$ cat config.mk
export PLATFORM = sky130hd
export DESIGN_NAME = lcd_refresh_ctrl
export DESIGN_NICKNAME = d
export VERILOG_FILES = /design/src/rtl/lcd_pkg.sv /design/src/rtl/lcd_bus_writer.sv /design/src/rtl/lcd_refresh_ctrl.sv
export SDC_FILE = /design/constraint.sdc
export NUM_CORES = 1
export LEC_CHECK = 0
export ABC_AREA = 1
export BUFFER_PORTS_ARGS = -buffer_cell sky130_fd_sc_hd__buf_2
export CORE_ASPECT_RATIO = 0.7
export CORE_UTILIZATION = 43
export CTS_BUF_LIST = sky130_fd_sc_hd__clkbuf_8
export CTS_CLUSTER_DIAMETER = 200
export DETAILED_ROUTE_END_ITERATION = 8
export MAX_ROUTING_LAYER = met4
export PLACE_DENSITY = 0.63
export SLEW_MARGIN = 5
export SYNTH_ARGS = -nofsm -noshare
export SYNTH_HDL_FRONTEND = slang
export SYNTH_SLANG_ARGS = --single-unit
$ cat constraint.sdc
create_clock -name clk -period 2.8 [get_ports clk]
set_clock_uncertainty 0.1 [all_clocks]
set_input_delay 0.14 -clock clk [delete_from_list [all_inputs] [get_ports clk]]
set_output_delay 0.14 -clock clk [all_outputs]
set_load 0.01 [all_outputs]
$ cat src/rtl/lcd_pkg.sv
// Shared constants, state encodings and helpers for the HD44780 refresh controller.
// The optional refresh_req / IDLE feature is selected by macro LCD_REFRESH_REQ_EN.
package lcd_pkg;

   localparam logic [7:0] CMD_FUNC_SET = 8'h38;
   localparam logic [7:0] CMD_DISP_ON  = 8'h0C;
   localparam logic [7:0] CMD_CLEAR    = 8'h01;
   localparam logic [7:0] CMD_ENTRY    = 8'h06;
   localparam logic [7:0] CMD_LINE1    = 8'h80;
   localparam logic [7:0] CMD_LINE2    = 8'hC0;

   // Write indices: INIT uses 0..3; a frame uses 0..33, where 0 and 17 are line addresses.
   localparam logic [5:0] INIT_LEN  = 6'd4;
   localparam logic [5:0] FRAME_LEN = 6'd34;
   localparam logic [5:0] LINE2_IDX = 6'd17;
   localparam int         SETUP_CYC = 2;

   typedef enum logic [1:0] {
      ST_PWR_WAIT,
      ST_INIT,
      ST_FRAME
`ifdef LCD_REFRESH_REQ_EN
      , ST_IDLE
`endif
   } ctrl_state_t;

   typedef enum logic [1:0] {
      WR_IDLE,
      WR_SETUP,
      WR_STROBE,
      WR_HOLD
   } wr_phase_t;

   function automatic logic [7:0] init_cmd(input logic [1:0] i);
      case (i)
         2'd0:    return CMD_FUNC_SET;
         2'd1:    return CMD_DISP_ON;
         2'd2:    return CMD_CLEAR;
         default: return CMD_ENTRY;
      endcase
   endfunction

   // Width of the shared wait counter: must hold the longer of the two long waits.
   function automatic int cnt_width(input int pwr_cyc, input int clr_cyc);
      int m;
      m = (pwr_cyc > clr_cyc) ? pwr_cyc : clr_cyc;
      return $clog2(m + 1);
   endfunction

endpackage

$ cat src/rtl/lcd_bus_writer.sv
// One HD44780 bus write: SETUP (2 cycles) -> STROBE (EN_CYC, EN high) -> HOLD.
// HOLD lasts CLR_CYC after a clear command (RS=0, 0x01), otherwise CMD_CYC.
module lcd_bus_writer
   import lcd_pkg::*;
#(
   parameter int EN_CYC  = 25,
   parameter int CMD_CYC = 2500,
   parameter int CLR_CYC = 100000,
   parameter int CW      = 17
) (
   input  logic          clk,
   input  logic          reset,
   // Handshake: start is sampled only while the writer is idle or while done is high,
   // so a new write can follow the previous HOLD with no gap. wdata/wrs are captured
   // on the start edge. done is high for exactly the last HOLD cycle of each write.
   input  logic          start,
   input  logic [7:0]    wdata,
   input  logic          wrs,
   input  logic          cnt_zero,
   output logic          cnt_load,
   output logic [CW-1:0] cnt_val,
   output logic          done,
   output logic [7:0]    data,
   output logic          rs,
   output logic          en
);

   localparam logic [CW-1:0] SETUP_LD = CW'(SETUP_CYC - 1);
   localparam logic [CW-1:0] EN_LD    = CW'(EN_CYC - 1);
   localparam logic [CW-1:0] CMD_LD   = CW'(CMD_CYC - 1);
   localparam logic [CW-1:0] CLR_LD   = CW'(CLR_CYC - 1);

   wr_phase_t phase, phase_d;

   always_ff @(posedge clk) begin
      if (reset) begin
         phase <= WR_IDLE;
         data  <= 8'h00;
         rs    <= 1'b0;
         en    <= 1'b0;
      end else begin
         phase <= phase_d;
         en    <= (phase_d == WR_STROBE);
         if (start) begin
            data <= wdata;
            rs   <= wrs;
         end
      end
   end

   always_comb begin
      phase_d  = phase;
      cnt_load = 1'b0;
      cnt_val  = '0;
      done     = 1'b0;
      case (phase)
         WR_SETUP: if (cnt_zero) begin
            phase_d  = WR_STROBE;
            cnt_load = 1'b1;
            cnt_val  = EN_LD;
         end
         WR_STROBE: if (cnt_zero) begin
            phase_d  = WR_HOLD;
            cnt_load = 1'b1;
            cnt_val  = (!rs && data == CMD_CLEAR) ? CLR_LD : CMD_LD;
         end
         WR_HOLD: if (cnt_zero) begin
            done    = 1'b1;
            phase_d = WR_IDLE;
         end
         default: ;
      endcase
      if (start) begin
         phase_d  = WR_SETUP;
         cnt_load = 1'b1;
         cnt_val  = SETUP_LD;
      end
   end

endmodule

$ cat src/rtl/lcd_refresh_ctrl.sv
// HD44780 16x2 refresh controller: power-up wait, init commands, then continuous frames
// from a 32-byte character RAM. Macro LCD_REFRESH_REQ_EN adds refresh_req and an IDLE state.
module lcd_refresh_ctrl
   import lcd_pkg::*;
#(
   parameter int EN_CYC  = 25,
   parameter int CMD_CYC = 2500,
   parameter int CLR_CYC = 100000,
   parameter int PWR_CYC = 1000000
) (
   input  logic       clk,
   input  logic       reset,
   output logic [4:0] raddr,
   input  logic [7:0] rdata,
`ifdef LCD_REFRESH_REQ_EN
   input  logic       refresh_req,
`endif
   output logic [7:0] LCD_DATA,
   output logic       LCD_RS,
   output logic       LCD_RW,
   output logic       LCD_EN,
   output logic       LCD_ON,
   output logic       LCD_BLON,
   output logic       ready
);

   localparam int            CW     = cnt_width(PWR_CYC, CLR_CYC);
   localparam logic [CW-1:0] PWR_LD = CW'(PWR_CYC - 1);

   ctrl_state_t   state, state_d;
   logic [5:0]    idx, idx_d, fr_idx;
   logic [4:0]    raddr_d;
   logic          ready_d;
   logic [CW-1:0] wait_cnt, cnt_val;
   logic          cnt_zero, cnt_load;
   logic          start, wrs, done, fr_rs;
   logic [7:0]    wdata, fr_data;

   assign LCD_RW   = 1'b0;
   assign LCD_ON   = 1'b1;
   assign LCD_BLON = 1'b1;
   assign cnt_zero = (wait_cnt == '0);

   // One down-counter times the power-up wait and every write phase.
   always_ff @(posedge clk) begin
      if (reset) begin
         state    <= ST_PWR_WAIT;
         idx      <= 6'd0;
         raddr    <= 5'd0;
         ready    <= 1'b0;
         wait_cnt <= PWR_LD;
      end else begin
         state <= state_d;
         idx   <= idx_d;
         raddr <= raddr_d;
         ready <= ready_d;
         if (cnt_load)
            wait_cnt <= cnt_val;
         else if (!cnt_zero)
            wait_cnt <= wait_cnt - CW'(1);
      end
   end

   always_comb begin
      state_d = state;
      idx_d   = idx;
      raddr_d = raddr;
      ready_d = ready;
      start   = 1'b0;
      wdata   = 8'h00;
      wrs     = 1'b0;

      // Next frame write; any entry into a new frame starts at index 0 (line-1 address).
      fr_idx = (state == ST_FRAME && idx != FRAME_LEN) ? idx : 6'd0;
      if (fr_idx == 6'd0) begin
         fr_data = CMD_LINE1;
         fr_rs   = 1'b0;
      end else if (fr_idx == LINE2_IDX) begin
         fr_data = CMD_LINE2;
         fr_rs   = 1'b0;
      end else begin
         fr_data = rdata;
         fr_rs   = 1'b1;
      end

      case (state)
         ST_PWR_WAIT: if (cnt_zero) begin
            start   = 1'b1;
            wdata   = init_cmd(2'd0);
            idx_d   = 6'd1;
            state_d = ST_INIT;
         end
         ST_INIT: if (done) begin
            if (idx == INIT_LEN) begin
               ready_d = 1'b1;
`ifdef LCD_REFRESH_REQ_EN
               state_d = ST_IDLE;
`else
               state_d = ST_FRAME;
               start   = 1'b1;
               wdata   = fr_data;
               wrs     = fr_rs;
               idx_d   = fr_idx + 6'd1;
`endif
            end else begin
               start = 1'b1;
               wdata = init_cmd(idx[1:0]);
               idx_d = idx + 6'd1;
            end
         end
         ST_FRAME: if (done) begin
`ifdef LCD_REFRESH_REQ_EN
            if (idx == FRAME_LEN) begin
               state_d = ST_IDLE;
            end else begin
`else
            begin
`endif
               start = 1'b1;
               wdata = fr_data;
               wrs   = fr_rs;
               idx_d = fr_idx + 6'd1;
               // raddr always points at the next character to be captured.
               if (fr_rs)
                  raddr_d = raddr + 5'd1;
            end
         end
`ifdef LCD_REFRESH_REQ_EN
         ST_IDLE: if (refresh_req) begin
            state_d = ST_FRAME;
            start   = 1'b1;
            wdata   = fr_data;
            wrs     = fr_rs;
            idx_d   = fr_idx + 6'd1;
         end
`endif
         default: state_d = ST_PWR_WAIT;
      endcase
   end

   lcd_bus_writer #(
      .EN_CYC  (EN_CYC),
      .CMD_CYC (CMD_CYC),
      .CLR_CYC (CLR_CYC),
      .CW      (CW)
   ) u_writer (
      .clk      (clk),
      .reset    (reset),
      .start    (start),
      .wdata    (wdata),
      .wrs      (wrs),
      .cnt_zero (cnt_zero),
      .cnt_load (cnt_load),
      .cnt_val  (cnt_val),
      .done     (done),
      .data     (LCD_DATA),
      .rs       (LCD_RS),
      .en       (LCD_EN)
   );

endmodule

==> results.cfg, run 1 <==
[outcome]
status = complete, no violations

[global_routing]
grt_max_degree = 25
grt_pass1_vias = 2556
grt_pass1_wl_um = 12630
antenna_found_initial = 0
grt_overflow_total = 0
grt_usage_pct = 21.29

[clock_network]
cts_root_buf = clkbuf_8
clock_path_buffers = 2
cts_tree = done
htreeDepth = 2
numCtsBuffers = 5
clk_pin_slew_worst_paths_ns = 0.09
cts.sinks = 46
clk_latency_ns = 0.31

[synthesis]
synthMuxAreaShare_pct = 0
syn_area_sq_um = 3186
ys_ff_latch = 46
synthCells = 486
synth_flop_cell = dfxtp_1
syn_avg_cell_area_sq_um = 6.555
yosysSeqAreaShare_pct = 28.91
synthAdderAreaFrac_pct = 7.855
yosys.area_share.simple_pct = 41.40
synth_top_family_by_area = simple AND/OR/NAND/NOR gates
synth_compound_area_share_pct = 7.188
synth_edf_count = 0
synth-xor-area-share_pct = 4.949
ys_warn_count = 0
synth_cell_types = 35
async_flop_share_pct = 0

[final_layout]
drive_above_1_share_pct = 13.39
nets = 538
fin_cells = 602
antenna_cells = 0
area_delta_synth_final_pct = 8.720

[worst_hold_path]
hold_depth = 5
hp-class = in2reg

[power]
pwr-share-seq_pct = 56.7
ir_drop_mv = 0.1601
powerDensity_nw_per_um2 = 342.5
p_clk_share_pct = 33.8
internal-power_uw = 867.5
power.static_leakage_uw = 0.001638
switching_power_uw = 318.6
p_sw_share_pct = 26.86
combPwrFrac_pct = 9.5

[floorplanning]
io_pins = 29
die_w_um = 104.9
core_sq_um = 6944
core.rowCount = 25
die-area_sq_um = 7762
start_util_pct = 45.87
die_h_um = 74.01

[timing]
setup_tns_ns = 0
worst_pin_slew_ns = 0.8774
fmax_mhz = 388.3
min_period_over_period_pct = 91.98
drv_slew = 0
hold_viol_final = 0
setup_viol = 0
fin_crit_ns = 2.576
slew_headroom_pct = 41.44
rsz0062_at_grt = no
whs_ns = 0.04957

[setup_path]
reg2reg_to = raddr[4]
reg2reg_slack_ns = 0.22
worstSetupPathType = reg2reg
crit-reg2reg-launch = idx[0]
crit_required_ns = 2.93
cp-start-kind = flop
worstPathArrival_ns = 2.71
crit_end = raddr[4]
worst-path-max-fanout = 7
crit_path_end_kind = flop
crit_start = idx[0]
ff2ff_path_depth = 18

[drt]
first_pass_iters = 5
final_antenna_net_count = 0
post-route-drc-count = 0
vias = 3034
drt-initial-drc-count = 232
wl_per_cell_um = 12.76
wirelength_um = 7681
drt-vias-per-instance = 5.040

[placed_design]
dp.cells = 594
io_buffers = 25
dp_hpwl_um = 5757
place.gp.congestion = 0.9735

[run]
maxCapViolCount = 0
## worst max-delay path: stages (launching register included)
cell and delay [ns]:
dfxtp_2 0.39, inv_1 0.10, ha_1 0.21, nand2_1 0.06, inv_1 0.03, nand3_1 0.09
nand2_1 0.14, nor2_1 0.15, inv_1 0.08, ha_1 0.17, nand2_1 0.06, nor2_1 0.05
inv_2 0.11, nand2_1 0.12, nor2_2 0.17, nand2_1 0.17, inv_2 0.11, nand2_1 0.05
a21oi_1 0.12
## Yosys cell counts (all sizes together), types with 6 or more instances
master  number  area, sq um
nand4       17        112.6
nand3       45        260.3
ha          20        250.2
xor2        10        87.58
dfxtp       46        920.9
nor2        82        356.6
nand2      133        536.8
buf          9        68.81
o21ai       23        115.1
inv         56        210.2
xnor2        8        70.07
a21oi       17        85.08
clkbuf       6        22.52
## worst min path at each step
stage	from	to	slack [ns]
finish	rdata[2]	u_writer.data[2]	0.05
global route	rdata[1]	u_writer.data[1]	0.08
CTS	rdata[2]	u_writer.data[2]	0.05
detailed placement	rdata[7]	u_writer.data[7]	0.31
global placement	rdata[7]	u_writer.data[7]	0.32
floorplan	rdata[7]	u_writer.data[7]	0.20
## per-layer routing
layer / global-route usage [%] / routed length (um) / up-vias / share of wire [%]
li1: - / - / 1574 / -
met1: 31.45 / 4222 / 1350 / 55
met2: 28.92 / 2906 / 102 / 38
met3: 4.908 / 493 / 8 / 6.4
met4: 4.695 / 59 / 0 / 0.77
met5: - / 0 / - / 0
## sequential cells by signal (all words and copies together), names as in the netlist
register and cells:
ready 1, u_writer.phase 2, state 2, raddr 5, u_writer.en 1, idx 6, u_writer.data 8, u_writer.rs 1
wait_cnt 20
## placed cells by master (no fill, tap or decap), types with 3 or more instances in the layout
cell type,instances
buf_4,3
nor2_4,4
nor2_1,73
nor2_2,4
ha_1,20
nand4_1,16
nand3_1,41
nand2_1,121
nor3_1,3
inv_1,53
conb_1,3
o21ai_1,3
xor2_1,10
o21ai_0,20
xnor2_1,8
clkbuf_8,5
nand2_2,10
a21oi_1,17
dfxtp_1,45
inv_2,3
buf_2,25
## power groups by stage
stage	logic (uW)	registers (uW)	clock network, uW
2_1_floorplan	81.9	686	0
3_3_place_gp	111	687	0
3_5_place_dp	110	687	0
4_1_cts	112	672	417
5_1_grt	128	674	438
6_report	113	672	401
## stage by stage
stage / setup slack, ns / power (uW) / utilization, % / instance area, sq um
floorplan: 0.4207 / 768.1 / - / 3189
global placement: 0.2820 / 798.2 / 48.43 / 3363
detailed placement: 0.1440 / 797.6 / 48.43 / 3363
CTS: 0.1315 / 1201 / 49.71 / 3452
finish: 0.2245 / 1186 / 49.87 / 3463
global route: 0.01549 / 1240 / 49.87 / 3463
## cell families after synthesis
| group | Yosys count |
|---|---|
| AOI/OAI and AO/OA | 44 |
| xor gates and xnor gates | 18 |
| adders and majority gates | 20 |
| buffers and inverters | 71 |
| DFF | 46 |
| other | 2 |
| and+or+nand+nor | 285 |
## timing repair
action                                  in CTS  in global routing
buffers inserted                             0                  0
hold buffers                                 1                  0
resized for setup                            0                  5
endpoints found under the setup margin       0                 11
hold endpoints to repair                     1                  0
## layout make-up
cell class	count	area (sq um)
well taps	94	117.6
clock buffers	5	68.82
flip-flops and latches	46	922.1
clock inverters	2	10.01
inverters	56	210.2
fillers	740	3481
multi-input cells	370	1977
repair buffers	29	157.7
(Power assumes the default switching activity.)
==> run 2: changes to the inputs <==
ABC_AREA = unset   (was 1)
PLACE_DENSITY = 0.64   (was 0.63)
==> run 2 against run 1 <==
Net effect:
- sequential power shrank 0.6%
- power grew 10%
- design area shrank 2.3%
- largest power group unchanged
- highest routed layer unchanged
==> results.cfg, run 2 <==
[outcome]
status = complete, no violations

[floorplanning]
io_pins = 29
die-area_sq_um = 7351
die_w_um = 102.0
die_h_um = 72.04
start_util_pct = 44.59
core.rowCount = 25
core_sq_um = 6756

[clock_network]
ctsHoldBuffers = 0
cts_tree = done
clk_pin_slew_worst_paths_ns = 0.10
numCtsBuffers = 5
cts_resized = 0
clock_path_buffers = 2
post_cts_buffers = 0
clk_latency_ns = 0.31
cts.sinks = 46
htreeDepth = 2
cts_root_buf = clkbuf_8

[final_layout]
nets = 428
antenna_cells = 0
final_cell_mix = dfxtp_1, nor2_1, buf_2
post-route-cell-area_sq_um = 3385
largest_reg_flops = 20
fin_util_pct = 50.09
drive_above_1_share_pct = 15.54
layout_commonest_cell = dfxtp_1
multi_input_area_sq_um = 1936
top_register = wait_cnt
seqCellArea_sq_um = 920.9
fillers = 685
area_delta_synth_final_pct = 12.33
top_regs = wait_cnt (20), u_writer.data (8), idx (6)

[setup_path]
cp-start-kind = flop
worstSetupPathType = reg2reg
crit_required_ns = 2.93
worst-path-max-fanout = 8
worstPathArrival_ns = 2.72
crit_path_end_kind = flop

[global_routing]
grt_use_met2_pct = 30.87
grt_use_met3_pct = 5.299
top_usage_layer = met1
grt_usage_pct = 23.26
grt_max_degree = 49
grt_overflow_total = 0
grt_pass1_wl_um = 12900
grt_pass1_vias = 2554
grt_util_met1_pct = 34.79
antenna_found_initial = 0

[timing]
rsz0062_at_grt = no
min_period_over_period_pct = 92.33
drv_slew = 0
worst_pin_slew_ns = 0.8791
hold_viol_final = 0
fin_crit_ns = 2.585
setup_ws_ns = 0.2148
setup_viol = 0
slew_headroom_pct = 41.39
setup_tns_ns = 0
fmax_mhz = 386.8

[placed_design]
place.gp.congestion = 0.8905
dpl-instance-area_sq_um = 3272
io_buffers = 25
pre_cts_ws_ns = 0.2420
dp_hpwl_um = 5800

[synthesis]
syn_area_sq_um = 3013
synthCells = 370
synth_flop_cell = dfxtp_1
synthTopCellsByCount = dfxtp_1, nor2_1
ys_warn_count = 0
synth_edf_count = 0
yosysMostFrequentCell = dfxtp_1
async_flop_share_pct = 0
synth.area.top_cells = dfxtp_1, ha_1, nor2_1, a21oi_1, o21ai_0
yosysSeqAreaShare_pct = 30.56
syn_avg_cell_area_sq_um = 8.143
synth_cell_types = 64
synth.top_cell.area_share_pct = 30.56
synth_top_area_cell = dfxtp_1
ys_ff_latch = 46

[drt]
vias = 2874
drt-initial-drc-count = 176
wirelength_um = 7873
post-route-drc-count = 0
first_pass_iters = 5
wl_per_cell_um = 15.97
drt-vias-per-instance = 5.830
final_antenna_net_count = 0

[worst_hold_path]
hp-class = in2reg

[power]
power.static_leakage_uw = 0.001266
powerDensity_nw_per_um2 = 385.8
total_power_uw = 1306
ir_drop_mv = 0.3106

[run]
maxCapViolCount = 0
==> run 2: layer usage <==
metal,routed length (um),vias up
met5,0,-
met4,102,0
met3,594,9
met2,3033,111
met1,4143,1335
li1,-,1419
==> run 2: cell families (layout without fill, tap and decap cells) <==
family	Yosys count	count (layout)	synth area share, %
flip-flops	46	46	30.56
buffers and inverters	38	66	5.315
AND/OR/NAND/NOR	153	153	28.65
adder cells (fa/ha/maj)	20	20	8.306
other	2	3	0.2493
XOR/XNOR	16	16	4.651
AO/OA/AOI/OAI	93	93	21.51
multiplexers	2	2	0.7475
==> run 2: path summary, 6_finish.rpt <==
check              startpoint               end  slack [ns]  cells after the start
setup reg to reg       idx[2]          raddr[2]        0.21                     10
hold reg to reg   u_writer.rs       u_writer.rs        0.40                      2
setup / recovery       idx[2]          raddr[2]        0.21                     10
hold / removal       rdata[2]  u_writer.data[2]       0.009                      3
==> run 2: stage by stage <==
stage	cells	hold WS [ns]
2_1_floorplan	371	0.2135
6_report	493	0.009076
5_1_grt	493	0.02235
3_3_place_gp	485	0.3337
4_1_cts	493	0.0004745
3_5_place_dp	485	0.3377
==> run 2: power breakdown <==
group | internal (uW) | switching, uW
clock | 268 | 249
combinational | 44.8 | 76.2
sequential | 661 | 7.59
total | 973 | 332
==> run 2: area by class of cell <==
class,instances,area share [%]
clock inverter,3,1.294
tap,94,3.475
multi-input combinational,287,57.19
inverter,20,2.218
sequential,46,27.21
timing repair buffer,38,6.580
clock buffer,5,2.033
==> run 2: critical path, stage by stage, from the launching register on <==
cell      delay (ns)
dfxtp_1         0.39
or3_1           0.40
o21a_1          0.22
nand2_1         0.09
inv_1           0.06
ha_1            0.19
nand4b_1        0.08
nor3_1          0.07
a21o_1          0.27
or4_1           0.49
a21oi_1         0.15
==> run 3: changes to the inputs <==
CORE_UTILIZATION = 59   (was 43)
CTS_BUF_LIST = sky130_fd_sc_hd__clkbuf_16   (was sky130_fd_sc_hd__clkbuf_8)
PLACE_DENSITY = 0.82   (was 0.64)
SKIP_CTS_REPAIR_TIMING = 1   (was unset)
==> run 3 against run 2 <==
Net effect:
- worst hold slack gained 0.029 ns
- sequential share of layout area is 0.16 points lower
- die area fell by 27%
- sequential power about the same
- maximum frequency is 0.35% lower
- clock power rose by 12%
- critical path type unchanged
- utilization increased by 20 points
- largest cell class unchanged
- routed wire length fell by 3.0%
- power rose by 5.2%
- global-route usage up 7.7 points
- clock-buffer cell count is the same
- non-clock buffer count is 3 higher
==> results.cfg, run 3 (synthesis results as in run 2) <==
[outcome]
status = complete, no violations

[setup_path]
crit_family = simple AND/OR/NAND/NOR gates
crit_path_frequent_cell = nor3_1
path_cells = or3_1 -> o21a_1 -> nand2_1 -> inv_1 -> ha_1 -> nand4b_1 -> nor3_1 -> a21o_1 -> nor3_1 -> mux2_2
slowest_stage = or3_1
ff2ff_path_depth = 10
worstSetupPathType = reg2reg
cp_slowest_stage_delay_ns = 0.37
cp_num_buf_inv = 1
crit_path_end_kind = flop
worstPathArrival_ns = 2.67
crit_cells = 10
worst-path-max-fanout = 8
cp-start-kind = flop
crit_required_ns = 2.87

[clock_network]
clk_latency_ns = 0.29
cts_tree = done
clock_path_buffers = 2
htreeDepth = 2
clk_pin_slew_worst_paths_ns = 0.06
cts.sinks = 46
cts_root_buf = clkbuf_16
numCtsBuffers = 5

[drt]
first_pass_iters = 5
drt-vias-per-instance = 6.282
wirelength_um = 7635
post-route-drc-count = 0
drt-initial-drc-count = 257
wl_per_cell_um = 16.21
final_antenna_net_count = 0
vias = 2959

[floorplanning]
io_pins = 29
die_w_um = 87.41
core.rowCount = 21
start_util_pct = 62.32
die_h_um = 61.79
die-area_sq_um = 5401
core_sq_um = 4835

[timing]
rsz0062_at_grt = no
min_period_over_period_pct = 92.65
hold_viol_final = 0
setup_tns_ns = 0
setup_viol = 0
fin_crit_ns = 2.594
slew_headroom_pct = 43.38
drv_slew = 0
whs_ns = 0.03808
worst_pin_slew_ns = 0.8494
setup_ws_ns = 0.2057
fmax_mhz = 385.5

[final_layout]
layout_commonest_cell = dfxtp_1
drive_above_1_share_pct = 15.92
fin_util_pct = 70.42
final_cell_mix = dfxtp_1, nor2_1, buf_2
top_regs = wait_cnt (20), u_writer.data (8), idx (6)
top_register = wait_cnt
largest_reg_flops = 20
area_delta_synth_final_pct = 13.00
nets = 431
antenna_cells = 0

[power]
total_power_uw = 1373
power.static_leakage_uw = 0.001291
powerDensity_nw_per_um2 = 403.4
ir_drop_mv = 0.2198

[global_routing]
grt_max_degree = 49
grt_pass1_vias = 2620
antenna_found_initial = 0
grt_usage_pct = 30.93
grt_overflow_total = 0
grt_pass1_wl_um = 12410

[placed_design]
io_buffers = 25
place.gp.congestion = 0.9060
dp_hpwl_um = 5656
pre_cts_ws_ns = 0.2244

[run]
maxCapViolCount = 0

[worst_hold_path]
hold_depth = 3
hp-class = in2reg
==> run 3: cell types whose count changed in the layout (fill, tap and decap cells not counted), sizes merged <==
| cell | change |
|---|---|
| buf | +3 |
| bufinv | -1 |
| clkinv | +1 |
| clkinvlp | +1 |
| inv | -1 |
==> run 3: worst paths after layout <==
check	from	to	slack [ns]
hold reg to reg	u_writer.rs	u_writer.rs	0.39
hold / removal	rdata[0]	u_writer.data[0]	0.04
setup / recovery	idx[3]	raddr[4]	0.21
setup reg to reg	idx[3]	raddr[4]	0.21
==> run 3: per-layer routing <==
layer  share of wire [%]  vias up  track usage, %
met5                   0        -               -
met4                 1.4        0           9.368
met3                  10       19           8.719
met2                  41      157           45.09
met1                  48     1364           41.71
li1                    -     1419               -
==> run 3: report_power, final <==
group	internal, uW	switching [uW]	total (uW)
Combinational	48.5	76.9	125
Clock	326	253	579
Sequential	661	7.88	669
Total	1040	338	1370
==> run 3: tightest hold or removal path, delay by kind of cell <==
kind,cells,cell delay (ns)
AOI/OAI and AO/OA,1,0.08
buffers and inverters,1,0.10
and+or+nand+nor,1,0.05
==> run 3: cell type report <==
cell class,instances,area [sq um]
Sequential cell,46,920.9
Fill cell,389,1430
Inverter,20,75.07
Clock buffer,5,125.1
Multi-Input combinational cell,287,1936
Tap cell,69,86.33
Timing Repair Buffer,41,245.2
Clock inverter,3,16.27
==> run 3: stage by stage <==
stage          cell area (sq um)  instances
2_1_floorplan               3017        371
3_3_place_gp                3263        463
3_5_place_dp                3263        463
4_1_cts                     3405        471
5_1_grt                     3405        471
6_report                    3405        471
